### config.mk
export PLATFORM = sky130hd
export DESIGN_NAME = warp_kernel_fetch
export DESIGN_NICKNAME = d
export VERILOG_FILES = /design/src/rtl/warp_kernel_fetch_pkg.sv /design/src/rtl/warp_kernel_fetch_fifo.sv /design/src/rtl/warp_kernel_fetch.sv
export SDC_FILE = /design/constraint.sdc
export NUM_CORES = 1
export LEC_CHECK = 0
export BUFFER_PORTS_ARGS = -buffer_cell sky130_fd_sc_hd__buf_2
export CAP_MARGIN = 20
export CORE_UTILIZATION = 38
export CTS_CLUSTER_SIZE = 25
export DETAILED_ROUTE_END_ITERATION = 8
export PLACE_DENSITY = 0.62
export REMOVE_ABC_BUFFERS = 1
export SLEW_MARGIN = 25
export SYNTH_ARGS = -nofsm -noshare
export SYNTH_HDL_FRONTEND = slang
export SYNTH_SLANG_ARGS = --single-unit
### constraint.sdc
create_clock -name clk -period 5.5 [get_ports clk]
set_input_delay 0.825 -clock clk [delete_from_list [all_inputs] [get_ports clk]]
set_output_delay 0.825 -clock clk [all_outputs]
set_load 0.05 [all_outputs]
### src/rtl/warp_kernel_fetch_pkg.sv
// Shared types and defaults for the warp kernel fetch unit.
package warp_pkg;

  localparam int NUM_LANES_DEFAULT   = 4;
  localparam int ADDR_WIDTH          = 32;
  localparam int FETCH_DEPTH_DEFAULT = 4;

  typedef enum logic [1:0] {
    ST_IDLE  = 2'd0,
    ST_FETCH = 2'd1,
    ST_DRAIN = 2'd2
  } fetch_state_e;

  // One prefetched instruction: the word and the byte address it came from.
  typedef struct packed {
    logic [31:0] data;
    logic [31:0] pc;
  } instr_entry_t;

endpackage

### src/rtl/warp_kernel_fetch_fifo.sv
// Registered synchronous FIFO with occupancy count; output is the head entry.
module warp_sync_fifo #(
  parameter int WIDTH = 64,
  parameter int DEPTH = 4
) (
  input  logic                     clk,
  input  logic                     rst_n,
  input  logic                     push_i,
  input  logic [WIDTH-1:0]         push_data_i,
  input  logic                     pop_i,
  output logic [WIDTH-1:0]         pop_data_o,
  output logic                     empty_o,
  output logic [$clog2(DEPTH):0]   count_o
);

  localparam int AW = $clog2(DEPTH);
  localparam int CW = AW + 1;

  logic [WIDTH-1:0] mem_q [DEPTH];
  logic [AW-1:0]    wr_ptr_q, rd_ptr_q;
  logic [CW-1:0]    count_q;
  logic             do_push, do_pop;

  // A pop on empty is ignored; a push on full is accepted only alongside a pop.
  assign do_pop  = pop_i && (count_q != '0);
  assign do_push = push_i && ((count_q != CW'(DEPTH)) || do_pop);

  assign pop_data_o = mem_q[rd_ptr_q];
  assign empty_o    = (count_q == '0);
  assign count_o    = count_q;

  // Storage, pointers and occupancy; storage is cleared so outputs read 0 after reset.
  always_ff @(posedge clk) begin
    if (!rst_n) begin
      wr_ptr_q <= '0;
      rd_ptr_q <= '0;
      count_q  <= '0;
      for (int i = 0; i < DEPTH; i++) mem_q[i] <= '0;
    end else begin
      if (do_push) begin
        mem_q[wr_ptr_q] <= push_data_i;
        wr_ptr_q        <= wr_ptr_q + AW'(1);
      end
      if (do_pop) rd_ptr_q <= rd_ptr_q + AW'(1);
      case ({do_push, do_pop})
        2'b10:   count_q <= count_q + CW'(1);
        2'b01:   count_q <= count_q - CW'(1);
        default: count_q <= count_q;
      endcase
    end
  end

endmodule

### src/rtl/warp_kernel_fetch.sv
// Kernel instruction fetcher: streams a kernel from memory through a small
// prefetch FIFO and issues it in order to the warp lanes with the lane mask.
module warp_kernel_fetch
  import warp_pkg::*;
#(
  parameter int NUM_LANES   = warp_pkg::NUM_LANES_DEFAULT,
  parameter int ADDR_WIDTH  = warp_pkg::ADDR_WIDTH,
  parameter int FETCH_DEPTH = warp_pkg::FETCH_DEPTH_DEFAULT
) (
  input  logic                  clk,
  input  logic                  rst_n,
  input  logic                  kernel_start,
  input  logic [31:0]           kernel_addr,
  input  logic [15:0]           kernel_length,
  output logic                  kernel_done,
  output logic                  kernel_error,
  input  logic                  mask_update,
  input  logic [NUM_LANES-1:0]  mask_value,
  output logic                  mem_req_valid,
  input  logic                  mem_req_ready,
  output logic [ADDR_WIDTH-1:0] mem_req_addr,
  output logic                  mem_req_write,
  input  logic                  mem_resp_valid,
  output logic                  mem_resp_ready,
  input  logic [31:0]           mem_resp_data,
  output logic                  instr_valid,
  input  logic                  instr_ready,
  output logic [31:0]           instr_data,
  output logic [31:0]           instr_pc,
  output logic [NUM_LANES-1:0]  instr_mask,
  output logic                  busy
);

  localparam int CW = $clog2(FETCH_DEPTH) + 1;

  fetch_state_e         state_q;
  logic [31:0]          base_q;
  logic [15:0]          len_q, req_cnt_q, resp_cnt_q, issue_cnt_q;
  logic [CW-1:0]        inflight_q;
  logic [NUM_LANES-1:0] mask_q;
  logic                 done_q, err_q;

  logic [CW-1:0]        fifo_count;
  logic                 fifo_empty;
  instr_entry_t         push_entry, head_entry;
  logic                 req_hs, resp_acc, issue_hs;
  logic [CW:0]          credit_used;
  logic [31:0]          req_byte;

  // Credits cover both words in flight and words already buffered, so the
  // FIFO can never be asked to hold more than it has room for.
  assign credit_used = {1'b0, inflight_q} + {1'b0, fifo_count};
  assign req_byte    = base_q + {14'b0, req_cnt_q, 2'b00};

  assign mem_req_valid  = (state_q == ST_FETCH) && (req_cnt_q < len_q) &&
                          (credit_used < (CW+1)'(FETCH_DEPTH));
  assign mem_req_addr   = req_byte[ADDR_WIDTH-1:0];
  assign mem_req_write  = 1'b0;
  assign mem_resp_ready = 1'b1;

  assign req_hs   = mem_req_valid && mem_req_ready;
  // Responses with nothing outstanding are stale (e.g. from before a reset).
  assign resp_acc = mem_resp_valid && (inflight_q != '0);
  assign issue_hs = instr_valid && instr_ready;

  assign push_entry.data = mem_resp_data;
  assign push_entry.pc   = base_q + {14'b0, resp_cnt_q, 2'b00};

  warp_sync_fifo #(
    .WIDTH ($bits(instr_entry_t)),
    .DEPTH (FETCH_DEPTH)
  ) u_fifo (
    .clk         (clk),
    .rst_n       (rst_n),
    .push_i      (resp_acc),
    .push_data_i (push_entry),
    .pop_i       (issue_hs),
    .pop_data_o  (head_entry),
    .empty_o     (fifo_empty),
    .count_o     (fifo_count)
  );

  assign instr_valid  = !fifo_empty;
  assign instr_data   = head_entry.data;
  assign instr_pc     = head_entry.pc;
  assign instr_mask   = mask_q;
  assign kernel_done  = done_q;
  assign kernel_error = err_q;
  assign busy         = (state_q != ST_IDLE);

  // Launch/fetch/drain FSM with its counters and registered done/error pulses.
  always_ff @(posedge clk) begin
    if (!rst_n) begin
      state_q     <= ST_IDLE;
      base_q      <= '0;
      len_q       <= '0;
      req_cnt_q   <= '0;
      resp_cnt_q  <= '0;
      issue_cnt_q <= '0;
      inflight_q  <= '0;
      done_q      <= 1'b0;
      err_q       <= 1'b0;
    end else begin
      done_q <= 1'b0;
      err_q  <= 1'b0;
      if (req_hs)   req_cnt_q   <= req_cnt_q + 16'd1;
      if (resp_acc) resp_cnt_q  <= resp_cnt_q + 16'd1;
      if (issue_hs) issue_cnt_q <= issue_cnt_q + 16'd1;
      inflight_q <= inflight_q + CW'(req_hs) - CW'(resp_acc);
      case (state_q)
        ST_IDLE: begin
          if (kernel_start) begin
            if (kernel_addr[1:0] != 2'b00) begin
              err_q <= 1'b1;
            end else if (kernel_length == 16'd0) begin
              done_q <= 1'b1;
            end else begin
              base_q      <= kernel_addr;
              len_q       <= kernel_length;
              req_cnt_q   <= '0;
              resp_cnt_q  <= '0;
              issue_cnt_q <= '0;
              inflight_q  <= '0;
              state_q     <= ST_FETCH;
            end
          end
        end
        // Leave on the handshake of the last request; the last issue always
        // follows its response, so completion is only ever seen in DRAIN.
        ST_FETCH: begin
          if (req_hs && (req_cnt_q + 16'd1 == len_q)) state_q <= ST_DRAIN;
        end
        ST_DRAIN: begin
          if (issue_hs && (issue_cnt_q + 16'd1 == len_q)) begin
            done_q  <= 1'b1;
            state_q <= ST_IDLE;
          end
        end
        default: state_q <= ST_IDLE;
      endcase
    end
  end

  // Live lane mask; updates land the cycle after mask_update in any state.
  always_ff @(posedge clk) begin
    if (!rst_n)           mask_q <= '1;
    else if (mask_update) mask_q <= mask_value;
  end

endmodule
==> run_results.csv <==
group,metric,value,unit
run_status,outcome,"complete, no violations",
synthesis,synth_edf_count,256,
synthesis,synth_warnings,0,
synthesis,yosysSeqAreaShare,0.521,
synthesis,yosys.area_share.simple,0.173,
cts,path_clk_slew,0.06,ns
synthesis,yosys-mux-area-fraction,0.0787,
cts,cts.sinks,372,
global_route,grt_pass1_wl,75500,um
die,fp.dieH,227,um
global_route,grt_max_degree,72,
final_layout,n_antenna_cell,0,
synthesis,synthXorXnorAreaFrac,0.0529,
cts,clock_tree.root_cell,"clkbuf_16",
worst_setup_path,timing.critical_path.mode_cell,"o21ai_0",
sta,hold_viol,0,
sta,worst_pin_slew,1.01,ns
die,fp-row-count,82,
die,dieArea,51500,um^2
synthesis,synth.most_common_cell,"edfxtp_1",
route,via_per_inst,5.27,
worst_setup_path,rr_endpoint,"inflight_q[2]",
min_path,hold_path_class,"in2reg",
worst_setup_path,crit_chain,"ha_1, inv_1, fa_1, nor2b_1, o21ai_0, a21boi_0, o21ai_0, a311oi_1, buf_4, o2111ai_1, xnor2_1, buf_2",
sta,slew_headroom,0.325,
sta,period_needed,4.57,ns
worst_setup_path,setup.worst_path.start,"req_cnt_q[0]",
final_layout,fillers,4760,
synthesis,synth-compound-area-share,0.0922,
die,start_util,0.384,
die,die_w,227,um
global_route,grt_pass1_vias,13766,
route,vias,13797,
worst_setup_path,crit_path_max_fanout,7,
global_route,antenna_found_initial,0,
cts,cts_buffers,40,
cts,post_cts_buffers,0,
synthesis,netlist_instances,1779,
worst_setup_path,arrival,3.75,ns
sta,finClkSkew,0.00781,ns
synthesis,synth_top_family_by_area,"simple AND/OR/NAND/NOR gates",
route,drt_iter0_drc,1020,
route,drt-total-wl,48800,um
sta,grt_setup_unrepaired,"no",
cts,cts_tree,"yes",
route,drtPass1Iterations,5,
synthesis,avgSynthCellArea,10.8,um^2
synthesis,synth_top_cell_by_area,"edfxtp_1",
power_and_ir_drop,leakage,8.36,nW
placement,hpwlAfterDp,32600,um
worst_setup_path,critPathLaunchType,"flop",
synthesis,netlist_top_cells_area,"edfxtp_1 (40%), dfxtp_1 (12%), mux4_2 (7.5%)",
worst_setup_path,crit_required,4.68,ns
worst_setup_path,endpoint,"mem_req_addr[30]",
sta,fmax,219,MHz
global_route,grt_overflow,0,
sta,setup_viol,0,
worst_setup_path,reg2reg_slack,1.99,ns
worst_setup_path,crit_buf_inv,3,
worst_setup_path,rr_worst_depth,16,
cts,cts-hold-fix-buffers,0,
route,post_drt_wl_per_cell,18.6,um
cts,clkLatencyLatePin,0.57,ns
synthesis,syn-cell-area,19200,um^2
die,ios,198,
final_layout,drive_above_1_share,0.187,
synthesis,ys_seq_elements,372,
worst_setup_path,critPathTopFamily,"compound AO/OA/AOI/OAI gates",
synthesis,synth_fa_ha_area_frac,0.0400,
worst_setup_path,path_class,"reg2out",
worst_setup_path,crit_path_end_kind,"output pin",
final_layout,fin_nets,2068,
power_and_ir_drop,ir_drop,0.000209,V
power_and_ir_drop,p_total,8.49,mW
route,route.detailed.drc,0,
worst_setup_path,slowest_stage,"dfxtp_1",
placement,gp_congestion,0.865,
die,coreArea,50100,um^2
sta,finalMaxSlewViolations,0,
synthesis,synth_commonest_cells,"edfxtp_1 (256), nor2_1 (240), nand2_1 (200)",
worst_setup_path,r2r_start,"len_q[7]",
synthesis,async_flop_share,0,
sta,period_share,0.832,
synthesis,ys_types,78,
cts,htree_levels,2,
global_route,grt_usage,0.191,
cts,cts-resized-gates,0,
synthesis,synth_top_area_frac,0.400,
sta,finalSetupTns,0,ns
cts,cts_buffer_depth,3,
worst_setup_path,max_stage_delay,0.43,ns
placement,portBuffers,195,
power_and_ir_drop,powerDensity,384,nW/um^2
final_layout,area_growth,15.0,%
route,antenna_left,0,
synthesis,ys.flop_type,"edfxtp_1",
run,drv_cap,0,
worst_setup_path,cp_num_cells,12,
-- kinds of logic (layout without fill, tap and decap cells) --
| group | after synthesis | in the layout |
|---|---|---|
| multiplexers | 71 | 71 |
| AO/OA/AOI/OAI | 262 | 262 |
| XOR/XNOR | 116 | 116 |
| AND/OR/NAND/NOR | 697 | 697 |
| adder cells (fa/ha/maj) | 59 | 59 |
| flip-flops | 372 | 372 |
| buffers and inverters | 200 | 366 |
| other | 2 | 2 |
-- layout by cell type (no fill, tap or decap), types with 7 or more instances in the layout --
| cell type | n |
|---|---|
| a211oi_1 | 9 |
| a21boi_0 | 49 |
| a21o_1 | 7 |
| a21oi_1 | 65 |
| a31oi_1 | 16 |
| and2_1 | 50 |
| and3_1 | 11 |
| and4_1 | 7 |
| buf_2 | 195 |
| buf_4 | 15 |
| clkbuf_1 | 7 |
| clkbuf_16 | 41 |
| clkinv_1 | 7 |
| dfxtp_1 | 114 |
| edfxtp_1 | 256 |
| ha_1 | 55 |
| inv_1 | 84 |
| mux4_2 | 64 |
| nand2_1 | 196 |
| nand2b_1 | 10 |
| nand3_1 | 42 |
| nand4_1 | 20 |
| nor2_1 | 240 |
| nor2b_1 | 17 |
| nor3_1 | 26 |
| nor3b_1 | 13 |
| nor4_1 | 13 |
| o211ai_1 | 7 |
| o21a_1 | 8 |
| o21ai_0 | 38 |
| o21bai_1 | 8 |
| o31ai_1 | 15 |
| or3_1 | 11 |
| or4_1 | 10 |
| xnor2_1 | 69 |
| xor2_1 | 47 |
-- layer usage --
layer	vias up	GRT usage	routed length, um
met5	-	0	0
met3	82	0.0332	2800
met1	6677	0.242	20700
met4	0	0.0584	1250
li1	6634	-	-
met2	404	0.330	24100
-- power by group --
group / internal (mW) / switching [mW]
registers: 3.25 / 0.175
clock network: 1.68 / 1.13
logic: 0.703 / 1.55
total: 5.63 / 2.86
-- how the worst min path moves through the flow --
| stage | start | end | slack, ns | cells past startpoint |
|---|---|---|---|---|
| 5_1_grt | mask_value[1] | instr_mask[1] | 0.45 | 3 |
| 4_1_cts | mask_value[1] | instr_mask[1] | 0.43 | 3 |
| 3_3_place_gp | instr_mask[0] | instr_mask[0] | 0.45 | 2 |
| 2_1_floorplan | issue_cnt_q[1] | issue_cnt_q[1] | 0.46 | 2 |
| 6_report | mask_value[1] | instr_mask[1] | 0.47 | 3 |
| 3_5_place_dp | instr_mask[2] | instr_mask[2] | 0.46 | 2 |
-- area by class of cell --
class,instances,area [um^2],area share
clock inverters,19,270,0.0122
inverters,85,319,0.0144
flip-flops and latches,372,10000,0.453
repair buffers,212,1130,0.0511
multi-input cells,1207,8450,0.382
clock buffers,50,1080,0.0489
well taps,672,841,0.0380
-- flip-flops by register name, summed over array words and instances (netlist names), named ones only --
register,flops
u_fifo.count_o,3
base_q,32
inflight_q,3
len_q,16
instr_mask,4
u_fifo.wr_ptr_q,2
kernel_done,1
req_cnt_q,16
issue_cnt_q,16
kernel_error,1
resp_cnt_q,16
state_q,2
u_fifo.mem_q,256
u_fifo.rd_ptr_q,2
-- worst min-delay path, stage by stage --
cell     delay [ns]
buf_2          0.07
mux2i_1        0.05
nand2_1        0.05
-- through the flow --
step / hold slack, ns / setup WS (ns) / area [um^2] / std cells / util
2_1_floorplan: 0.462 / 0.955 / 18700 / 1664 / -
5_1_grt: 0.454 / 0.621 / 22100 / 2617 / 0.441
4_1_cts: 0.433 / 0.890 / 22100 / 2617 / 0.441
3_5_place_dp: 0.457 / 1.51 / 20700 / 2548 / 0.414
6_report: 0.469 / 0.927 / 22100 / 2617 / 0.441
3_3_place_gp: 0.451 / 1.60 / 20700 / 2547 / 0.414
Note: power is estimated with default switching activity, not from simulation.
